--- src/rtl/du_tx_arbiter_if.sv ---
// Tx FIFO write-port sharing bus between the byte producers and du_tx_arbiter.
// master: producer/FIFO side driving requests, data and full flag.
// slave : arbiter side returning grant, FIFO write strobe/data and status.
interface du_tx_arbiter_if #(
  parameter int unsigned N_REQ        = 4,
  parameter int unsigned NB_UART_DATA = 8
);
  logic [N_REQ-1:0]              i_req;
  logic [N_REQ-1:0]              i_last;
  logic [N_REQ*NB_UART_DATA-1:0] i_wdata;
  logic                          i_tx_full;
  logic [N_REQ-1:0]              o_gnt;
  logic                          o_wr;
  logic [NB_UART_DATA-1:0]       o_wdata;
  logic                          o_tx_start;
  logic                          o_busy;
  logic                          o_timeout;

  modport master (
    output i_req, i_last, i_wdata, i_tx_full,
    input  o_gnt, o_wr, o_wdata, o_tx_start, o_busy, o_timeout
  );

  modport slave (
    input  i_req, i_last, i_wdata, i_tx_full,
    output o_gnt, o_wr, o_wdata, o_tx_start, o_busy, o_timeout
  );
endinterface

--- src/rtl/du_tx_arbiter.sv ---
// du_tx_arbiter: round-robin, frame-atomic sharing of the debug-unit UART Tx
// FIFO write port between N_REQ byte producers.
// Optional stall watchdog enabled by defining DU_TXARB_TIMEOUT_EN; without it
// o_timeout stays 0 and a stalled owner keeps the port indefinitely.
module du_tx_arbiter #(
  parameter int unsigned NB_UART_DATA   = 8,
  parameter int unsigned N_REQ          = 4,
  parameter int unsigned NB_TIMEOUT     = 16,
  parameter int unsigned TIMEOUT_CYCLES = 5000
) (
  input  logic              clk,
  input  logic              i_rst,
  du_tx_arbiter_if.slave    bus
);

  localparam int unsigned NB_IDX = (N_REQ > 1) ? $clog2(N_REQ) : 1;

  typedef enum logic [1:0] {
    IDLE    = 2'd0,
    LOCKED  = 2'd1,
    RELEASE = 2'd2
  } state_t;

  state_t             state;
  logic [NB_IDX-1:0]  owner;
  logic [NB_IDX-1:0]  last_winner;
  logic [NB_IDX-1:0]  pick;
  logic [N_REQ-1:0]   gnt_q;
  logic               tx_start_q;
  logic               busy_q;
  logic               timeout_q;
  logic               accept;
  logic               frame_end;
  logic               stall_exp;

  // Round-robin pick: first asserted request after last_winner, wrapping.
  always_comb begin
    int idx;
    idx  = 0;
    pick = last_winner;
    for (int i = int'(N_REQ); i >= 1; i--) begin
      idx = int'(last_winner) + i;
      if (idx >= int'(N_REQ)) idx = idx - int'(N_REQ);
      if (bus.i_req[NB_IDX'(idx)]) pick = NB_IDX'(idx);
    end
  end

  // A byte is taken only from the lock owner and only when the FIFO has room.
  always_comb begin
    accept    = (state == LOCKED) & bus.i_req[owner] & ~bus.i_tx_full;
    frame_end = accept & bus.i_last[owner];
  end

  // FIFO write port follows the owner's byte in the same cycle; data zeroed when idle.
  always_comb begin
    bus.o_wr    = accept;
    bus.o_wdata = accept ? bus.i_wdata[int'(owner)*int'(NB_UART_DATA) +: NB_UART_DATA]
                         : '0;
  end

  assign bus.o_gnt      = gnt_q;
  assign bus.o_tx_start = tx_start_q;
  assign bus.o_busy     = busy_q;
  assign bus.o_timeout  = timeout_q;

`ifdef DU_TXARB_TIMEOUT_EN
  logic [NB_TIMEOUT-1:0] stall_cnt;
  logic [NB_TIMEOUT-1:0] stall_cnt_nxt;

  // Saturating increment; expiry when the count reaches TIMEOUT_CYCLES-1.
  always_comb begin
    stall_cnt_nxt = (&stall_cnt) ? stall_cnt : stall_cnt + NB_TIMEOUT'(1);
    stall_exp     = (state == LOCKED) & ~accept &
                    (stall_cnt_nxt == NB_TIMEOUT'(TIMEOUT_CYCLES - 1));
  end

  // Counts locked cycles without an accepted byte; held at 0 outside LOCKED.
  always_ff @(posedge clk) begin
    if (i_rst) begin
      stall_cnt <= '0;
    end else if ((state != LOCKED) || accept) begin
      stall_cnt <= '0;
    end else begin
      stall_cnt <= stall_cnt_nxt;
    end
  end
`else
  logic unused_cfg;
  assign stall_exp  = 1'b0;
  assign unused_cfg = ^{32'(NB_TIMEOUT), 32'(TIMEOUT_CYCLES)};
`endif

  // Frame lock FSM with registered grant, busy and completion pulses.
  always_ff @(posedge clk) begin
    if (i_rst) begin
      state       <= IDLE;
      owner       <= '0;
      last_winner <= NB_IDX'(N_REQ - 1);
      gnt_q       <= '0;
      tx_start_q  <= 1'b0;
      busy_q      <= 1'b0;
      timeout_q   <= 1'b0;
    end else begin
      tx_start_q <= 1'b0;
      timeout_q  <= 1'b0;
      case (state)
        IDLE: begin
          if (|bus.i_req) begin
            owner  <= pick;
            gnt_q  <= N_REQ'(1) << pick;
            busy_q <= 1'b1;
            state  <= LOCKED;
          end
        end
        LOCKED: begin
          if (frame_end || stall_exp) begin
            gnt_q      <= '0;
            tx_start_q <= 1'b1;
            timeout_q  <= stall_exp;
            state      <= RELEASE;
          end
        end
        RELEASE: begin
          last_winner <= owner;
          busy_q      <= 1'b0;
          state       <= IDLE;
        end
        default: begin
          gnt_q  <= '0;
          busy_q <= 1'b0;
          state  <= IDLE;
        end
      endcase
    end
  end

endmodule

--- src/flat_wrapper.sv ---
// flat-port wrapper written by rule: the top's interface ports become plain ports
module du_tx_arbiter_flat 
#(
  parameter int unsigned NB_UART_DATA   = 8,
  parameter int unsigned N_REQ          = 4,
  parameter int unsigned NB_TIMEOUT     = 16,
  parameter int unsigned TIMEOUT_CYCLES = 5000
)
  (clk, i_rst, bus_i_req, bus_i_last, bus_i_wdata, bus_i_tx_full, bus_o_gnt, bus_o_wr, bus_o_wdata, bus_o_tx_start, bus_o_busy, bus_o_timeout);
  du_tx_arbiter_if #(.N_REQ(N_REQ), .NB_UART_DATA(NB_UART_DATA)) bus_i ();
  input  logic clk;
  input  logic i_rst;
  input wire logic [$bits(bus_i.i_req)-1:0] bus_i_req;
  input wire logic [$bits(bus_i.i_last)-1:0] bus_i_last;
  input wire logic [$bits(bus_i.i_wdata)-1:0] bus_i_wdata;
  input wire logic [$bits(bus_i.i_tx_full)-1:0] bus_i_tx_full;
  output wire logic [$bits(bus_i.o_gnt)-1:0] bus_o_gnt;
  output wire logic [$bits(bus_i.o_wr)-1:0] bus_o_wr;
  output wire logic [$bits(bus_i.o_wdata)-1:0] bus_o_wdata;
  output wire logic [$bits(bus_i.o_tx_start)-1:0] bus_o_tx_start;
  output wire logic [$bits(bus_i.o_busy)-1:0] bus_o_busy;
  output wire logic [$bits(bus_i.o_timeout)-1:0] bus_o_timeout;
  assign bus_i.i_req = bus_i_req;
  assign bus_i.i_last = bus_i_last;
  assign bus_i.i_wdata = bus_i_wdata;
  assign bus_i.i_tx_full = bus_i_tx_full;
  assign bus_o_gnt = bus_i.o_gnt;
  assign bus_o_wr = bus_i.o_wr;
  assign bus_o_wdata = bus_i.o_wdata;
  assign bus_o_tx_start = bus_i.o_tx_start;
  assign bus_o_busy = bus_i.o_busy;
  assign bus_o_timeout = bus_i.o_timeout;
  du_tx_arbiter #(.NB_UART_DATA(NB_UART_DATA), .N_REQ(N_REQ), .NB_TIMEOUT(NB_TIMEOUT), .TIMEOUT_CYCLES(TIMEOUT_CYCLES)) u_core (.clk(clk), .i_rst(i_rst), .bus(bus_i));
endmodule
--- config.mk ---
export PLATFORM = sky130hd
export DESIGN_NAME = du_tx_arbiter_flat
export DESIGN_NICKNAME = d
export VERILOG_FILES = /design/src/rtl/du_tx_arbiter_if.sv /design/src/rtl/du_tx_arbiter.sv /design/src/flat_wrapper.sv
export SDC_FILE = /design/constraint.sdc
export NUM_CORES = 1
export LEC_CHECK = 0
export CORE_MARGIN = 2
export CORE_UTILIZATION = 55
export DETAILED_ROUTE_END_ITERATION = 8
export DONT_BUFFER_PORTS = 1
export HOLD_SLACK_MARGIN = 0.08
export PLACE_DENSITY = 0.8
export SYNTH_ARGS = -nofsm -noshare
export SYNTH_HDL_FRONTEND = slang
export SYNTH_SLANG_ARGS = --single-unit
--- constraint.sdc ---
create_clock -name clk -period 3.8 [get_ports clk]
set_clock_uncertainty 0.2 [all_clocks]
set_input_delay 0.95 -clock clk [delete_from_list [all_inputs] [get_ports clk]]
set_output_delay 0.95 -clock clk [all_outputs]
set_load 0.03 [all_outputs]
======== Word level (Yosys, flattened, before mapping) ========
Cells that the tools add are included.
storage, ports and cells
  bits in latches ......................... 0
  memory bits (read-only) ................. 0
  memories kept ........................... 0
  flip-flop bits (word level) ............. 12
  RAM bits ................................ 0
cells by class
  reductions and logical operators ........ 7
  shift operators ......................... 2
  $add $sub $neg .......................... 8
  magnitude comparators ................... 9
  mux-type cells .......................... 34
  eq/ne operators ......................... 4
  multiply operators ...................... 0
  div/mod/pow operators ................... 0
  bitwise logic cells ..................... 6
operator list
  operator                                                           count
  variable part select 32 x 6 -> 8 bit                               1
  two-way mux 2 bit                                                  10
  < comparator 2 x 4 -> 1 bit, second input constant                 4
  binary-select mux 1 bit (select 2 bit)                             6
  two-way mux 1 bit                                                  12
  case mux 4 bit (3 select lines)                                    1
  greater-or-equal comparator 3 bit, second input constant           3
  two-way mux 4 bit                                                  2
  two-way mux 8 bit                                                  1
  subtractor 2 x 1 -> 2 bit, second input constant                   4
  adder 2 x 2 -> 3 bit, second input constant                        2
  AND reduction 2 bit                                                3
  adder 2 x 3 -> 4 bit, second input constant                        1
  greater-or-equal comparator 4 x 3 -> 1 bit, second input constant  1
  inequality test 2 x 1 -> 1 bit, second input constant              2
  case mux 2 bit (2 select lines)                                    1
  OR reduction 4 bit                                                 1
  left shift 1 x 2 -> 4 bit, first input constant                    1
  adder 2 x 1 -> 3 bit, second input constant                        1
  AND 1 bit                                                          3
  < comparator 2 x 3 -> 1 bit, second input constant                 1
  inverter 1 bit                                                     3
  AND reduction 3 bit                                                1
  equality test 2 x 1 -> 1 bit, second input constant                1
  4 further kinds                                                    4

======== Longest topological paths before layout ========
Gate-level depths: netlist (run 1).
  depth in word-level cells ............... 13
  depth in mapped cells ................... 6
  depth with buffers taken out ............ 5

======== Worst setup path before layout (run 1) ========
OpenSTA, ideal clock, no wires.
  kind .................................... input-to-output
  start point ............................. in bus_i_tx_full
  end point ............................... out bus_o_wdata[0]
  arrival ................................. 1741 ps
  path buffers ............................ 0
  cell stages on the path ................. 3
  path slack .............................. 909 ps
  required time ........................... 2650 ps
  path through ............................ or2_1 o22ai_4 and3_1
between the ends
  cells in the longest elaborated chain, start to end .. 3
RTL lines
  item               line                 RTL
  from (decl)        flat_wrapper.sv:16   input wire logic [$bits(bus_i.i_tx_full)-1:0] bus_i_tx_full;
  inverter 1 bit     du_tx_arbiter.sv:50  accept = (state == LOCKED) & bus.i_req[owner] & ~bus.i_tx_full;
  AND 1 bit          du_tx_arbiter.sv:50
  two-way mux 8 bit  du_tx_arbiter.sv:57  bus.o_wdata = accept ? bus.i_wdata[int'(owner)*int'(NB_UART_DATA) +: NB_UART_DATA]
  to (decl)          flat_wrapper.sv:19   output wire logic [$bits(bus_i.o_wdata)-1:0] bus_o_wdata;
No other way between the ends.

======== Final worst setup path (run 1) ========
  start point ............................. reg u_core.owner[0]
  end point ............................... out bus_o_wdata[4]
between the ends
  cells in the longest elaborated chain, start to end .. 5
RTL lines
  item                                                                                          line                  RTL
  from (decl)                                                                                   du_tx_arbiter.sv:25   logic [NB_IDX-1:0] owner;
  from (signal assigned)                                                                        du_tx_arbiter.sv:109  owner <= pick;
  parallel branches: the longest is 4 deep, another holds variable part select 32 x 6 -> 8 bit  --
  two-way mux 8 bit *                                                                           du_tx_arbiter.sv:57
Every way passes the cells marked *. The select of a mux whose other input is x is not followed.

==> reports/metrics.yaml, run 1 <==
synthesis:
  ys_seq_elements: 12
  synth_cell_types: 29
  syn_inst: 93
  syn_nets: 136
  yosysWarningCount: 0
  syn_area_um2: 898
  ys_seq_area_share_pct: 26.7
  synth_area_per_cell_um2: 9.66
sta:
  hold_slack_ps: 380
  drv_slew: 0
  rsz0062_at_grt: "false"
  tns_ps: 0
  setup_viol: 0
  hold_violations: 0
  relSlewSlack_pct: 55.4
  max_freq_mhz: 324
  finalCritPeriodShare_pct: 81.1
  period_needed_ps: 3080
  worstMarginPinSlew_ps: 669
setup_path:
  end_kind: "primary output"
  critPathArrivalTime_ps: 1930
  worst_setup_path_start_kind: "flip-flop"
  cp_max_fo: 13
  crit_type: "reg2out"
  worstPathRequired_ps: 2650
global_routing:
  gr-total-overflow: 0
  grt_first_pass_wirelength_um: 2900
  grt_use_total_pct: 20.9
  grt_max_degree: 15
  grt_pass1_vias: 683
  antenna_found_initial: 0
floorplanning:
  initial_core_util_pct: 58.9
  die_w_um: 44.4
  ios: 59
  die-area_um2: 1970
  fp.coreArea_um2: 1520
  rows: 14
  fp.dieH_um: 44.4
clocking:
  post_cts_buffers: 0
  clkTransAtPathRegs_ps: 70
  ctsHoldBuffers: 0
  numCtsBuffers: 3
  cts_max_path_buffers: 2
  clkSinkCount: 12
  htreeDepth: 1
  root_buffer: "clkbuf_4"
  cts_resized: 0
  cts_tree: "built"
  clock_latency_ps: 270
route:
  drtIter0Drc: 16
  dr_total_vias: 671
  wl_met1_um: 737
  drc_errors: 0
  vias_per_cell: 6.33
  wl_per_cell_um: 17.7
  route.met2.wl_um: 1010
  topRoutingLayerUsed: "met4"
  drt-total-wl_um: 1880
  met3_length_um: 98
  antenna_left: 0
  first_pass_iters: 4
pwr:
  irDropWorstVdd_uv: 148
  leakage_nw: 0.343
  powerDensity_nw_per_um2: 344
status:
  outcome: "finished clean"
cells_and_area:
  finalNetCount: 135
  syn_to_final_growth_pct: 1.11
  fin_util_pct: 59.6
  drive_above_1_share_pct: 20.0
  n_antenna_cell: 0
  nFillCells: 139
placement:
  dp_hpwl_um: 1530
  port_buffers: 0
  place.gp.congestion: 0.677
flow_run:
  cap_viol_max_count: 0
worst_hold_path:
  hold_path_class: "reg2reg"
## layer usage
metal,GRT usage (%),vias to the layer above
met2,37.4,21
met5,0,-
met3,5.71,5
met1,23.0,306
li1,-,339
met4,9.09,0
## Yosys cell counts
cell type,count,area (um2)
a21o_1,1,7.51
nand2b_1,9,56.3
a21oi_2,1,8.76
or3_4,1,11.3
nand3b_1,1,7.51
nor4_2,1,12.5
a21oi_1,4,20.0
inv_1,5,18.8
nor3b_1,3,22.5
o22ai_4,1,20.0
buf_4,2,15.0
nand2_1,6,22.5
a31oi_1,1,6.26
nor2_1,5,18.8
or2_1,1,6.26
nor3b_2,1,12.5
o21ai_0,2,10.0
o32ai_1,2,17.5
a211oi_1,1,7.51
dfxtp_1,12,240
mux2i_1,5,50.1
mux4_2,9,203
conb_1,1,3.75
buf_2,2,10.0
nor2b_1,1,6.26
nand2_2,1,6.26
nor3_1,4,20.0
and3_1,8,50.1
clkbuf_1,2,7.51
## cell families after synthesis
kind of cell	count (synthesis)	synth area share, %
AO/OA/AOI/OAI	13	10.9
AND/OR/NAND/NOR	42	28.1
buffers and inverters	11	5.71
multiplexers	14	28.1
other	1	0.417
flip-flops	12	26.7
## report_power, final
part           switching (mW)  internal (mW)
clock network          0.0406         0.0367
registers              0.0224          0.134
logic                  0.0380         0.0415
total                   0.101          0.212
## final timing paths
kind	to	depth (start not counted)	from	slack, ps
max	bus_o_wdata[4]	2	u_core.owner[0]	720
max reg2reg	u_core.bus.o_gnt[3]	4	u_core.owner[0]	1700
min reg2reg	u_core.last_winner[0]	2	u_core.last_winner[0]	380
min	u_core.last_winner[0]	2	u_core.last_winner[0]	380
## worst max-delay path: stages, from the launching register on
cell and delay [ps]:
dfxtp_1 750, mux4_2 600, and3_1 310
## stage by stage
step	power (mW)	worst slack, ps	instance area, um2	instances
floorplan	0.233	909	898	93
global placement	0.237	847	886	103
detailed placement	0.239	846	886	103
CTS	0.314	680	908	106
global route	0.326	518	908	106
finish	0.313	717	908	106
## registers in the layout, summed over array words and instances (netlist names)
name and flops:
u_core.bus.o_busy 1, u_core.last_winner 2, u_core.bus.o_tx_start 1, u_core.bus.o_gnt 4
u_core.owner 2, u_core.state 2
## cell usage in the layout (no fill, tap or decap), drive strengths merged, types with 2 or more instances in the layout
master,count
dfxtp,12
nor2,5
inv,5
o32ai,2
mux4,9
and3,8
nor3b,4
nor3,4
nand2b,9
o21ai,2
mux2i,5
a21oi,5
nand2,7
clkbuf,3
## area by class of cell
cell class / instances / area [um2] / share of cell area (%)
well taps: 16 / 20.0 / 2.20
multi-input cells: 70 / 607 / 66.8
clock buffers: 3 / 22.5 / 2.48
flip-flops and latches: 12 / 240 / 26.4
inverters: 5 / 18.8 / 2.07
No activity file was read; power rests on OpenSTA's default activity.
==> inputs of run 2 (changes only) <==
--- a/config.mk
+++ b/config.mk
@@ -10,7 +10,7 @@
 export DETAILED_ROUTE_END_ITERATION = 8
 export DONT_BUFFER_PORTS = 1
 export HOLD_SLACK_MARGIN = 0.08
-export PLACE_DENSITY = 0.8
+export PLACE_DENSITY = 0.83
 export SYNTH_ARGS = -nofsm -noshare
 export SYNTH_HDL_FRONTEND = slang
 export SYNTH_SLANG_ARGS = --single-unit
==> constraint.sdc (replaced) <==
create_clock -name clk -period 2.6 [get_ports clk]
set_clock_uncertainty 0.2 [all_clocks]
set_input_delay 0.65 -clock clk [delete_from_list [all_inputs] [get_ports clk]]
set_output_delay 0.65 -clock clk [all_outputs]
set_load 0.03 [all_outputs]
==> run 2 against run 1 <==
  * Routed wire length shrank 4.2%
  * Worst hold slack got worse by 150 ps
  * Highest routed layer unchanged
  * Sequential power increased by 44%
  * Core utilization increased by 1.6 points
  * Non-clock buffer count is 1 higher
  * Die area unchanged
  * Via count up 6.0%
  * Combinational power up 52%
==> reports/metrics.yaml, run 2 (synthesis gave the netlist of run 1 again) <==
status:
  outcome: "finished clean"  # unchanged
setup_path:
  cp_max_fo: 13  # unchanged
  worstPathRequired_ps: 1750  # was 2650 ps
  path_cells: "or2_1 > o22ai_4 > and3_1"  # was mux4_2 > and3_1
  cpPeakStageDelay_ps: 410  # was 750 ps
  cp_slowest_cell: "dfxtp_4"  # was dfxtp_1
  crit_type: "reg2out"  # unchanged
  end_kind: "primary output"  # unchanged
  worst_setup_path_start_kind: "flip-flop"  # unchanged
  r2r_slack_ps: 840  # was 1700 ps
  critPathArrivalTime_ps: 1610  # was 1930 ps
route:
  dr_total_vias: 711  # was 671
  drtIter0Drc: 16  # unchanged
  wl_per_cell_um: 16.7  # was 17.7 um
  first_pass_iters: 4  # unchanged
  vias_per_cell: 6.58  # was 6.33
  route.met2.wl_um: 890  # was 1010 um
  antenna_left: 0  # unchanged
  drt-total-wl_um: 1800  # was 1880 um
  wl_met1_um: 760  # was 737 um
  drc_errors: 0  # unchanged
  met3_length_um: 103  # was 98 um
  topRoutingLayerUsed: "met4"  # unchanged
sta:
  setup_viol: 0  # unchanged
  worstMarginPinSlew_ps: 591  # was 669 ps
  finalCritPeriodShare_pct: 94.5
  rsz0062_at_grt: "false"  # unchanged
  setup_ws_ps: 144  # was 717 ps
  tns_ps: 0  # unchanged
  period_needed_ps: 2460
  relSlewSlack_pct: 60.3  # was 55.4%
  hold_violations: 0  # unchanged
  max_freq_mhz: 407
  drv_slew: 0  # unchanged
cells_and_area:
  fin_util_pct: 61.2  # was 59.6%
  layout_common_cells: "dfxtp_1, nand2b_1, mux4_2"  # unchanged
  layout_commonest_cell: "dfxtp_1"  # unchanged
  nFillCells: 122  # was 139
  largest_register_ffs: 4  # unchanged
  fin_area_um2: 933  # was 908 um2
  n_antenna_cell: 0  # unchanged
  syn_to_final_growth_pct: 3.90  # was 1.11%
  finalNetCount: 136  # was 135
  drive_above_1_share_pct: 22.8  # was 20.0%
worst_hold_path:
  hold_path_class: "in2reg"  # was reg2reg
placement:
  place_area_um2: 893  # was 886 um2
  dp_hpwl_um: 1440  # was 1530 um
  dp_slack_ps: 118  # was 846 ps
  place.gp.congestion: 0.745  # was 0.677
  port_buffers: 0  # unchanged
floorplanning:
  fp.dieH_um: 44.4  # unchanged
  fp.coreArea_um2: 1520  # unchanged
  rows: 14  # unchanged
  ios: 59  # unchanged
  initial_core_util_pct: 58.9  # unchanged
  die_w_um: 44.4  # unchanged
  die-area_um2: 1970  # unchanged
global_routing:
  grt_use_total_pct: 19.6  # was 20.9%
  grt_max_degree: 15  # unchanged
  grt_first_pass_wirelength_um: 2820  # was 2900 um
  antenna_found_initial: 0  # unchanged
  gr-total-overflow: 0  # unchanged
  grt_pass1_vias: 654  # was 683
clocking:
  htreeDepth: 1  # unchanged
  clkSinkCount: 12  # unchanged
  numCtsBuffers: 3  # unchanged
  root_buffer: "clkbuf_4"  # unchanged
  post_cts_buffers: 0  # unchanged
  clock_latency_ps: 270  # about the same
  clkTransAtPathRegs_ps: 70  # about the same
  cts_max_path_buffers: 2  # unchanged
  cts_tree: "built"  # unchanged
pwr:
  irDropWorstVdd_uv: 366  # was 148 uV
  powerDensity_nw_per_um2: 529  # was 344 nW/um2
  leakage_nw: 0.356  # was 0.343 nW
  finalPower_uw: 494  # was 313 uW
flow_run:
  cap_viol_max_count: 0  # unchanged
run 2: repair_timing:
action / in CTS / in global routing
gates resized for setup: 1 / 1
setup endpoints to repair: 9 / 9
hold buffers: 0 / 0
run 2: layout make-up:
type                            count  area (um2)  share of cell area (%)
Sequential cell                    12         244                    26.1
Tap cell                           16        20.0                    2.14
Timing Repair Buffer                1        7.51                   0.804
Clock buffer                        4        36.3                    3.89
Multi-Input combinational cell     70         607                    65.0
Inverter                            5        18.8                    2.01
run 2: critical path, delay by kind of cell, from the launching register on:
kind | cells | cell delay (ps)
AND/OR/NAND/NOR | 2 | 680
flip-flops | 1 | 410
AO/OA/AOI/OAI | 1 | 240
run 2: path summary, 6_finish.rpt:
kind / depth (start not counted) / end / from
worst max-delay path: 3 / bus_o_wdata[3] / u_core.owner[0]
worst min-delay path: 1 / u_core.owner[0] / i_rst
worst max register to register: 4 / u_core.bus.o_gnt[3] / u_core.owner[0]
worst min register to register: 2 / u_core.last_winner[0] / u_core.last_winner[0]
run 2: metal layers:
layer | track usage [%] | up-vias
li1 | - | 339
met1 | 25.8 | 341
met2 | 30.0 | 25
met3 | 6.12 | 6
met4 | 7.88 | 0
met5 | 0 | -
run 2: per-stage QoR:
stage	hold WS, ps	cells
2_1_floorplan	312	93
3_3_place_gp	350	104
3_5_place_dp	371	104
4_1_cts	217	108
5_1_grt	224	108
6_report	228	108
run 2: where the power goes:
part           internal [mW]  leakage (nW)  switching [mW]  total, mW
combinational         0.0618         0.236          0.0593      0.121
sequential             0.196        0.0990          0.0293      0.225
clock                 0.0852        0.0210          0.0625      0.148
total                  0.343         0.356           0.151      0.494
==> RTL change 1 (settings of run 2) <==
The option `DU_TXARB_TIMEOUT_EN` is turned on by a define.
--- a/src/rtl/du_tx_arbiter.sv
+++ b/src/rtl/du_tx_arbiter.sv
@@ -3,4 +3,6 @@
 // Optional stall watchdog enabled by defining DU_TXARB_TIMEOUT_EN; without it
 // o_timeout stays 0 and a stalled owner keeps the port indefinitely.
+`define DU_TXARB_TIMEOUT_EN
+
 module du_tx_arbiter #(
   parameter int unsigned NB_UART_DATA   = 8,
Check against the original RTL: no difference found for any inputs over 10 cycles, from zero or initial values and one cycle with i_rst high; that may be too few to reach the edited logic, so the function may still have changed.
==> RTL change 1 against run 2 <==
Sequential cell count up 17; area after synthesis rose by 110%; wire length rose to 2.7 times the old value; worst setup slack lost 0.12 ns; power up 100%; final area is 140% higher; cell count increased to 2.6 times the old value; sequential power up 120%; largest power group unchanged; highest routed layer unchanged.
==> RTL change 1: results (changes against run 2) <==
* Status: finished clean
* Global-route total usage across every layer at 24.7% (+5.1 points)
* Number of warning messages in the yosys log at 0 (unchanged)
* Cells taking the most area after synthesis: dfxtp_1 (31%), mux4_2 (12%), nor2_1 (5.0%)
* Minimum period implied by the final worst setup slack at 2.57 ns (+0.118 ns)
* Global-route wire length before repair at 7620 um (+170%)
* Via density per instance at 6.38 (-3.1%)
* Critical path endpoint: bus_o_wdata[4]
* Relative slew slack at 21.7% (-39 points)
* Sequential-to-total area share from yosys stat at 31.1% (+4.4 points)
* Number of DRC markers after the initial detailed-route iteration at 80 (+64)
* Placed wire-length estimate after detailed placement at 3440 um (+140%)
* Delay-heaviest family, CP: multiplexers
* R2R setup slack at 0.07 ns (-0.77 ns)
* Routed Wire Length at 4840 um (+170%)
* Adder and majority gate portion of the synthesized area at 0.670% (+0.67 points)
* FF-to-FF path depth at 8 (+4)
* Flip-flop count of the largest register after layout at 16 (+12)
* Slowest cell on crit path: mux4_2
* Capture instance of the worst register-to-register path: u_core.bus.o_gnt[1]
* Vias in the first global route at 1,610 (+150%)
* NumNets Final at 274 (+100%)
* VDD IR-drop max at 0.311 mV (-15%)
* Share of layout cells above drive strength 1 at 28.7% (+5.9 points)
* Commonest cells in the synthesized netlist: dfxtp_1 (29), nor2_1 (25), nand3_1 (12)
* Proportion of synthesized area in mux cells at 13.7% (-14 points)
* Critical path peak fanout at 10 (-3)
* Post-synthesis compound-gate area fraction at 17.2% (+6.4 points)
* Number of distinct standard cells referenced by the synthesized netlist at 50 (+72%)
* H-Tree Level Count at 2 (+1)
* Slowest cell delay on critical path at 0.54 ns (+0.13 ns)
* Placed cell area at 2040 um2 (+130%)
* Area share of xor/xnor cells in the synthesized design at 3.75% (+3.8 points)
* Arrival time worst endpoint at 1.72 ns (+0.11 ns)
* Pin count of the biggest net entering global routing at 17 (+2)
* Gr ovfl total at 0 (unchanged)
## RTL change 1: cell types whose count changed after synthesis, sizes merged, moves of 5 or more
cell    before  now
clkbuf       2    9
xnor2        0    6
a21oi        5   10
and2         0   10
dfxtp       12   29
nand3        0   14
nand4        0    5
o21ai        2    9
nor2         5   25
a31oi        1    7
## RTL change 1: kinds of logic after synthesis
family | count (synthesis)
buf+inv | 16
compound gates | 45
flops | 29
mux | 13
simple gates | 100
fa+ha+maj | 1
xor+xnor | 8
## RTL change 1: area by class of cell
class	count	area [um2]
multi-input combinational	167	1280
tap	46	57.6
sequential	29	588
clock buffer	7	55.1
timing repair buffer	24	223
inverter	3	11.3
fill	268	1100
## RTL change 1: routing by layer
layer / up-vias / wire, um / GRT usage (%)
li1: 830 / - / -
met1: 827 / 1930 / 27.7
met2: 87 / 2300 / 41.2
met3: 17 / 438 / 9.24
met4: 0 / 169 / 12.2
met5: - / 0 / 0
## RTL change 1: repair_timing
action,4_1_cts,5_1_grt
buffers inserted,1,3
endpoints found under the setup margin,9,15
resized for setup,6,24
hold endpoints to repair,0,0
pin swaps,0,2
## RTL change 1: report_power, final
group / internal (mW) / switching (mW) / total (mW)
Combinational: 0.109 / 0.118 / 0.226
Clock: 0.127 / 0.143 / 0.271
Sequential: 0.464 / 0.0387 / 0.503
Total: 0.700 / 0.300 / 1.00
## RTL change 1: through the flow
step	hold slack (ns)	setup TNS [ns]	instances	worst slack, ns	total power [mW]
2_1_floorplan	0.295	0	212	0.0381	0.656
3_3_place_gp	0.332	0	265	0.150	0.708
3_5_place_dp	0.357	0	265	0.0693	0.713
4_1_cts	0.176	0	273	0.000920	0.992
5_1_grt	0.168	-0.153	276	-0.0194	1.05
6_report	0.187	0	276	0.0256	1.00
==> RTL change 2 (settings of run 2) <==
Made on the original files. Encoding of `state_t`: now one-hot (3 bits for 3 states).
--- a/src/rtl/du_tx_arbiter.sv
+++ b/src/rtl/du_tx_arbiter.sv
@@ -16,8 +16,8 @@
   localparam int unsigned NB_IDX = (N_REQ > 1) ? $clog2(N_REQ) : 1;
 
-  typedef enum logic [1:0] {
-    IDLE    = 2'd0,
-    LOCKED  = 2'd1,
-    RELEASE = 2'd2
+  typedef enum logic [2:0] {
+    IDLE    = 3'b001,
+    LOCKED  = 3'b010,
+    RELEASE = 3'b100
   } state_t;
 
Function: no difference found for any inputs over 10 cycles, from zero or initial values and one cycle with i_rst high; not proved beyond that.
==> RTL change 2 against run 2 <==
Power rose by 9.9%; worst setup slack got worse by 0.049 ns; sequential cell count rose by 1; final area rose by 17%; wire length rose by 18%; synthesized cell count rose by 6.5%; sequential share of layout area fell by 2.3 points; area after synthesis rose by 6.0%; clock power fell by 16%; critical endpoint is now bus_o_wdata[5]; highest routed layer unchanged.
==> RTL change 2: results (changes against run 2) <==
* GR Layer Usage met1 at 22.9% (-2.9 points)
* Pin count of the biggest net entering global routing at 13 (-2)
* FF-to-FF path depth at 5 (+1)
* Critical path peak fanout at 9 (-4)
* VDD IR-drop max at 0.310 mV (-15%)
* Sequential-to-total area share from yosys stat at 27.3% (+0.59 points)
* R2R setup slack at 0.61 ns (-0.23 ns)
* Placed cell area at 1050 um2 (+17%)
* Number of distinct standard cells referenced by the synthesized netlist at 33 (+14%)
* H-Tree Level Count at 1 (unchanged)
* WL met3 at 247 um (+140%)
* Routability congestion estimate at 0.806 (+8.2%)
* Synth Area per Inst at 9.62 um2 (-0.43%)
* Proportion of synthesized area in mux cells at 24.4% (-3.7 points)
* Worst flop-to-flop path startpoint: u_core.last_winner[1]
* Delay-heaviest family, CP: multiplexers
* Slowest cell delay on critical path at 0.52 ns (+0.11 ns)
* Routed Wire Length at 2120 um (+18%)
* Global routing usage on met3 at 5.16% (-0.96 points)
* NumNets Final at 155 (+14%)
* Slowest cell on crit path: mux4_2
* Post_cts resized at 2 (+1)
* Number of placed instances with taps included at 124 (+19%)
* Status: finished clean
* Wire length on met1 at 792 um (+4.2%)
* Capture instance of the worst register-to-register path: u_core.bus.o_gnt[2]
* Placement-stage worst setup slack at 0.0212 ns (-0.0972 ns)
* Post-synthesis compound-gate area fraction at 13.9% (+3.1 points)
* Vias in the first global route at 755 (+15%)
* Commonest cells in the synthesized netlist: dfxtp_1 (13), nor2b_1 (12), mux4_2 (9), nor2_1 (9), nand2b_1 (8)
* Placed wire-length estimate after detailed placement at 1680 um (+16%)
* Global-route wire length before repair at 2980 um (+5.6%)
* Global-route total usage across every layer at 20.5% (+0.92 points)
* Worst hold margin at 0.228 ns (+0.000927 ns)
* Metal2 WL at 1040 um (+17%)
* Minimum period implied by the final worst setup slack at 2.51 ns (+0.0495 ns)
* Met2 global-route usage at 36.3% (+6.3 points)
* Share of layout cells above drive strength 1 at 32.4% (+9.6 points)
* Via density per instance at 6.44 (-2.2%)
* Hold Path End: u_core.bus.o_gnt[1]
## RTL change 2: how the worst max path moves through the flow
| stage | to | startpoint | cells past startpoint |
|---|---|---|---|
| after floorplan | bus_o_wdata[0] | bus_i_tx_full | 5 |
| after global placement | bus_o_wdata[0] | bus_i_tx_full | 5 |
| after detailed placement | bus_o_wdata[0] | bus_i_tx_full | 5 |
| after CTS | bus_o_wdata[5] | u_core.owner[0] | 4 |
| after global routing | bus_o_wdata[0] | u_core.owner[0] | 4 |
| final | bus_o_wdata[5] | u_core.owner[0] | 4 |
## RTL change 2: layout make-up
type / instances / area, um2
clock buffer: 4 / 26.3
fill: 136 / 579
tap: 17 / 21.3
multi-input combinational: 77 / 667
sequential: 13 / 260
inverter: 3 / 11.3
timing repair buffer: 14 / 105
## RTL change 2: power by group
group          switching [mW]  leakage (nW)  internal, mW
Combinational          0.0821         0.280         0.100
Clock                  0.0642        0.0150        0.0596
Sequential             0.0223         0.106         0.214
